--- config.mk ---
export PLATFORM = sky130hd
export DESIGN_NAME = stream_demux_1_to_4
export DESIGN_NICKNAME = d
export VERILOG_FILES = /design/src/rtl/stream_demux_1_to_4.sv
export SDC_FILE = /design/constraint.sdc
export NUM_CORES = 1
export LEC_CHECK = 0
export CAP_MARGIN = 10
export CORE_AREA = 4 4 41 43
export CTS_CLUSTER_DIAMETER = 60
export DETAILED_ROUTE_END_ITERATION = 8
export DIE_AREA = 0 0 45 47
export GPL_TIMING_DRIVEN = 0
export PLACE_DENSITY = 0.67
export SLEW_MARGIN = 20
export SYNTH_ARGS = -nofsm -noshare
export SYNTH_HDL_FRONTEND = slang
export SYNTH_SLANG_ARGS = --single-unit
export TNS_END_PERCENT = 30
--- constraint.sdc ---
create_clock -name clk -period 1.9 [get_ports clk]
set_clock_uncertainty 0.05 [all_clocks]
set_input_delay 0.285 -clock clk [delete_from_list [all_inputs] [get_ports clk]]
set_output_delay 0.285 -clock clk [all_outputs]
set_load 0.01 [all_outputs]
--- src/rtl/stream_demux_1_to_4.sv ---
// ---------------------------------------------------------------------------
// stream_demux_1_to_4
//
// Registered 1-to-4 stream demultiplexer. One valid/ready input beat, tagged
// with a 2-bit select, is routed into one of four one-entry output holding
// registers. Each output channel has its own valid/ready handshake, so a
// stalled channel never blocks traffic destined for the other channels.
//
// Parameters:
//   INPUT_BIT_LENGTH : data width per beat (0 is treated as 1), W below
//   CNT_WIDTH        : width of each per-channel transfer counter (stats only)
//
// Ports:
//   clk        in   1      single clock, rising edge
//   rst_n      in   1      asynchronous active-low reset
//   in_data    in   W      input beat data
//   in_sel     in   2      destination channel: 0=a, 1=b, 2=c, 3=d
//   in_valid   in   1      input beat present
//   in_ready   out  1      selected channel can take a beat this cycle
//   out_data   out  4*W    channel i data in bits [i*W +: W]
//   out_valid  out  4      per-channel beat present
//   out_ready  in   4      per-channel downstream accept
//
// Optional build macro DEMUX_STATS_EN adds:
//   stats_clr  in   1            synchronous clear of all counters
//   out_count  out  4*CNT_WIDTH  saturating handshake count, channel i in
//                                bits [i*CNT_WIDTH +: CNT_WIDTH]
// ---------------------------------------------------------------------------
module stream_demux_1_to_4 #(
    parameter int  INPUT_BIT_LENGTH = 1,
    parameter int  CNT_WIDTH        = 16,
    localparam int W                = (INPUT_BIT_LENGTH < 1) ? 1 : INPUT_BIT_LENGTH
) (
    input  logic                   clk,
    input  logic                   rst_n,
    input  logic [W-1:0]           in_data,
    input  logic [1:0]             in_sel,
    input  logic                   in_valid,
    output logic                   in_ready,
    output logic [4*W-1:0]         out_data,
    output logic [3:0]             out_valid,
`ifdef DEMUX_STATS_EN
    input  logic                   stats_clr,
    output logic [4*CNT_WIDTH-1:0] out_count,
`endif
    input  logic [3:0]             out_ready
);

    typedef enum logic {
        EMPTY = 1'b0,
        FULL  = 1'b1
    } chan_state_t;

    // A channel can take a beat when it is empty or is being drained on the
    // same edge; this gives full throughput of one beat per cycle per channel.
    assign in_ready = ~out_valid[in_sel] | out_ready[in_sel];

    logic in_fire;
    assign in_fire = in_valid & in_ready;

    generate
        for (genvar gi = 0; gi < 4; gi++) begin : g_chan
            chan_state_t    state_reg;
            chan_state_t    state_next;
            logic [W-1:0]   data_reg;
            logic           accept;
            logic           load;

            assign accept = in_fire & (in_sel == 2'(gi));

            always_ff @(posedge clk or negedge rst_n) begin
                if (!rst_n) begin
                    state_reg <= EMPTY;
                    data_reg  <= '0;
                end else begin
                    state_reg <= state_next;
                    if (load) begin
                        data_reg <= in_data;
                    end
                end
            end

            always_comb begin
                state_next = state_reg;
                load       = 1'b0;
                case (state_reg)
                    EMPTY: begin
                        if (accept) begin
                            state_next = FULL;
                            load       = 1'b1;
                        end
                    end
                    FULL: begin
                        // Accept while FULL only happens when the held beat
                        // is leaving on the same edge: stay FULL, new data.
                        if (accept) begin
                            load = 1'b1;
                        end else if (out_ready[gi]) begin
                            state_next = EMPTY;
                        end
                    end
                    default: state_next = EMPTY;
                endcase
            end

            // Data is left untouched when the channel empties.
            assign out_valid[gi]          = (state_reg == FULL);
            assign out_data[gi*W +: W]    = data_reg;

`ifdef DEMUX_STATS_EN
            logic [CNT_WIDTH-1:0] cnt_reg;

            // Clear wins over a same-edge increment; counting stops at all-ones.
            always_ff @(posedge clk or negedge rst_n) begin
                if (!rst_n) begin
                    cnt_reg <= '0;
                end else if (stats_clr) begin
                    cnt_reg <= '0;
                end else if (out_valid[gi] && out_ready[gi] && (cnt_reg != '1)) begin
                    cnt_reg <= cnt_reg + CNT_WIDTH'(1);
                end
            end

            assign out_count[gi*CNT_WIDTH +: CNT_WIDTH] = cnt_reg;
`endif
        end
    endgenerate

endmodule

# After elaboration in Yosys (flattened, before gate mapping)
# Cells that the tools add are included.
# totals
mem_count	0
mem_bits_rw	0
regBits	8
input_bits	10
mem_bits_ro	0
word_cells	44
out_inout_bits	9
latchBits	0
# op_classes
n_mux	20
mul	0
add_sub_neg	0
eq_ne	3
order_cmp	1
bitwise	11
n_div	0
n_reduce_logical	1
shift	0
# op_table
operator	n
two-way mux 1 bit	14
one-hot mux 1 bit (2 select lines)	4
AND 1 bit	5
inverter 1 bit	5
binary-select mux 1 bit (select 2 bit)	2
== test 2 bit, second input constant	2
< comparator 2 x 3 -> 1 bit, second input constant	1
== test 2 x 1 -> 1 bit, second input constant	1
zero test 2 bit	1
OR 1 bit	1

# Longest topological paths before layout
# logic_depth
depth_word	8
ltp_mapped	3
mapped_depth_nobuf	3

# Worst setup path before layout
# No wires, ideal clock.
# synth_timing
kind	input-to-output
from	input out_ready[2]
to	output in_ready
arrival_ps	970
required_ps	1565
slack_ps	595
stages	2
path_buffers	0
cell_sequence	nand2b_1 -> mux4_1
# synth_via
elab_chain_cells	3
# synth_lines
element	line	rtl
from (decl)	46	input logic [3:0] out_ready
binary-select mux 1 bit (select 2 bit)	56	assign in_ready = ~out_valid[in_sel] | out_ready[in_sel];
two-way mux 1 bit (not written as such)	56	
OR 1 bit	56	
to (decl)	39	output logic in_ready,
# Every way passes these cells. The select of a mux whose other input is x is not followed.

# Worst setup path in the final report
# layout_timing
from	input out_ready[1]
to	output in_ready
# The elaborated chain is that of the path after synthesis.

==> results.cfg <==
[routing]
routed-via-count = 319
drtPass1Iterations = 4
detail_route.iter0.violations = 3
drt_wl_total_um = 810
drcViolationCount = 0
detail_route.vias_per_cell = 4.37
route.detailed.wl_per_inst_um = 11.1
route.antenna.remaining_nets = 0

[worst_setup_path]
critical_path_class = in2out
crit_required_ns = 1.56
timing.reg2reg.worst_path_depth = 3
cp-start-kind = primary input
path_max_fanout = 3
data_arrival_time_at_the_worst_slack_endpoint_ns = 1.48
end_kind = output port
r2r-end = g_chan[2].data_reg
reg2reg_setup_slack_ns = 0.60
r2r_start = g_chan[2].state_reg

[layout]
post_layout_nonfiller_instances = 73
final_core_util_pct = 49.5
insertedDiodeCount = 0
drive_above_1_share_pct = 27.6
design.final.nets = 70
areaGrowthSynthToFinish_pct = 50.1

[job]
drv.max_cap_violation_count = 0

[synthesis]
synthesis.yosys.warnings = 0
yosys.area_share.adder_pct = 0
synth_mux_area_share_pct = 17.5
post_synthesis_compound_gate_area_fraction_pct = 2.33
synth_area_leaders = sky130_fd_sc_hd__dfrtp_1, sky130_fd_sc_hd__buf_4, sky130_fd_sc_hd__nand2b_1
ys_ff_latch = 8
synth-edff-count = 0
synth_area_um2 = 429
postSynth.asyncResetShare_pct = 100
synthXorXnorAreaFrac_pct = 0
postSynthAreaPerCell_um2 = 11.6
netlist-cell-type-count = 12
synth_cells = 37
sequential_area_share_after_synthesis_pct = 46.6
synthFlopType = sky130_fd_sc_hd__dfrtp_1
synth_top_family_by_area = simple AND/OR/NAND/NOR gates
postSynthNetCount = 47
synth.top_cells.by_count = sky130_fd_sc_hd__buf_4, sky130_fd_sc_hd__dfrtp_1, sky130_fd_sc_hd__nand2b_1, sky130_fd_sc_hd__mux2_2, sky130_fd_sc_hd__nand2_1
synth_top_area_cell = sky130_fd_sc_hd__dfrtp_1
synth_top_cell_area_share_pct = 46.6
post_synth_and_or_nand_nor_area_fraction_pct = 19.5

[timing]
slew_violations = 0
layout_setup_ws_ns = 0.0806
setup_viol_count_final = 0
unrepaired_setup_endpoints_after_global_routing = false
finalCriticalPeriod_ns = 1.82
worst-slew-pin-transition_ns = 0.371
f_max_mhz = 550
relative_slew_slack_pct = 75.2
hold_viol = 0
post-route-period-util_pct = 95.8
holdWs_ns = 0.264

[cts]
num_cts_buffers = 3
path_clk_slew_ns = 0.05
post_cts_buffers = 0
clk_root_buffer_cell = sky130_fd_sc_hd__clkbuf_4
htree_num_levels = 1
clock_tree_from_tritoncts = yes
ctsLongestPathBuffers = 2
cts_num_sinks = 8
insertion_delay_ns = 0.25

[die]
fp.dieW_um = 45
die_area_um2 = 2120
effective_utilization_at_floorplan_pct = 33.0
fp.dieH_um = 47
core_region_area_um2 = 1300
ioPinCount = 19
num_rows = 13

[pwr]
p_sw_share_pct = 23.3
power_density_nw_per_um2 = 763
power_switching_uw = 115
internal-power_uw = 377
leakage_power_uw = 0.000287
power.sequential.fraction_pct = 42.0
power.combinational.fraction_pct = 32.3
max-vdd-ir-drop_mv = 0.513
share_clk_of_total_power_pct = 25.7

[min_path]
path_category_of_the_worst_min_delay_check = in2async

[place]
buffer_ports.inserted = 18
place_hpwl_um = 682
post-place-ws_ns = -0.314
finalWeightedCongestion = 0.677
placed_cells = 70

[grt]
grt_overall_usage_pct = 9.74
grt_overflow = 0
grt_pass1_vias = 325
grt_pass1_wl_um = 1330
initial_antenna_violation_count = 0
largest_net_degree_at_the_start_of_global_routing = 9

[outcome]
run_status = finished clean
-- placed cells by master (no fill, tap or decap), types with 2 or more instances in the layout --
cell type and n:
sky130_fd_sc_hd__clkdlybuf4s50_1 16, sky130_fd_sc_hd__buf_4 8, sky130_fd_sc_hd__dfrtp_1 8, sky130_fd_sc_hd__nand2b_1 7, sky130_fd_sc_hd__nand2_1 3, sky130_fd_sc_hd__mux2_2 3, sky130_fd_sc_hd__clkbuf_4 3, sky130_fd_sc_hd__o21ai_0 2
-- kinds of logic (layout without fill, tap and decap cells) --
group	count (synthesis)	in the layout
buffers and inverters	8	29
DFF	8	8
muxes	5	5
AOI/OAI and AO/OA	2	2
and+or+nand+nor	14	14
-- per-stage QoR --
stage	power [uW]	area, um^2	TNS, ns
finish	491	644	0
global route	533	644	0
CTS	508	644	0
detailed placement	373	628	-0.314
global placement	370	628	-0.328
floorplan	289	429	0
-- how the worst max path moves through the flow --
| stage | start | to | slack [ns] |
|---|---|---|---|
| final | out_ready[1] | in_ready | 0.08 |
| after global routing | out_ready[1] | in_ready | 0.03 |
| after CTS | out_ready[2] | in_ready | 0.07 |
| after detailed placement | in_sel[1] | in_ready | -0.31 |
| after global placement | in_sel[1] | in_ready | -0.33 |
| after floorplan | out_ready[2] | in_ready | 0.59 |
-- per-layer routing --
| layer | GRT usage (%) | vias to the layer above | share of wire (%) |
|---|---|---|---|
| met5 | 0 | - | 0 |
| met4 | 3.51 | 0 | 0 |
| met3 | 7.28 | 0 | 8.0 |
| met2 | 15.0 | 12 | 50 |
| met1 | 10.3 | 143 | 42 |
| li1 | - | 164 | - |
-- area by class of cell --
type / instances / area [um^2]
fillers: 138 / 657
flip-flops and latches: 8 / 200
repair buffers: 18 / 174
multi-input cells: 21 / 169
plain buffers: 8 / 60.1
clock buffers: 3 / 22.5
well taps: 15 / 18.8
-- critical path: stages --
cell	delay, ns
sky130_fd_sc_hd__clkdlybuf4s50_1	0.39
sky130_fd_sc_hd__nand2b_1	0.17
sky130_fd_sc_hd__mux4_1	0.49
sky130_fd_sc_hd__buf_2	0.15
-- power by group through the flow --
stage	Clock (uW)	Combinational, uW	Sequential (uW)
after floorplan	0	82.6	207
after global placement	0	161	209
after detailed placement	0	163	210
after CTS	138	162	207
after global routing	150	173	209
final	126	159	207
-- what timing repair did --
action                     4_1_cts  5_1_grt
resized for setup                5        0
setup endpoints to repair        1        0
hold buffers                     0        0
No activity file was read; power rests on OpenSTA's default activity.
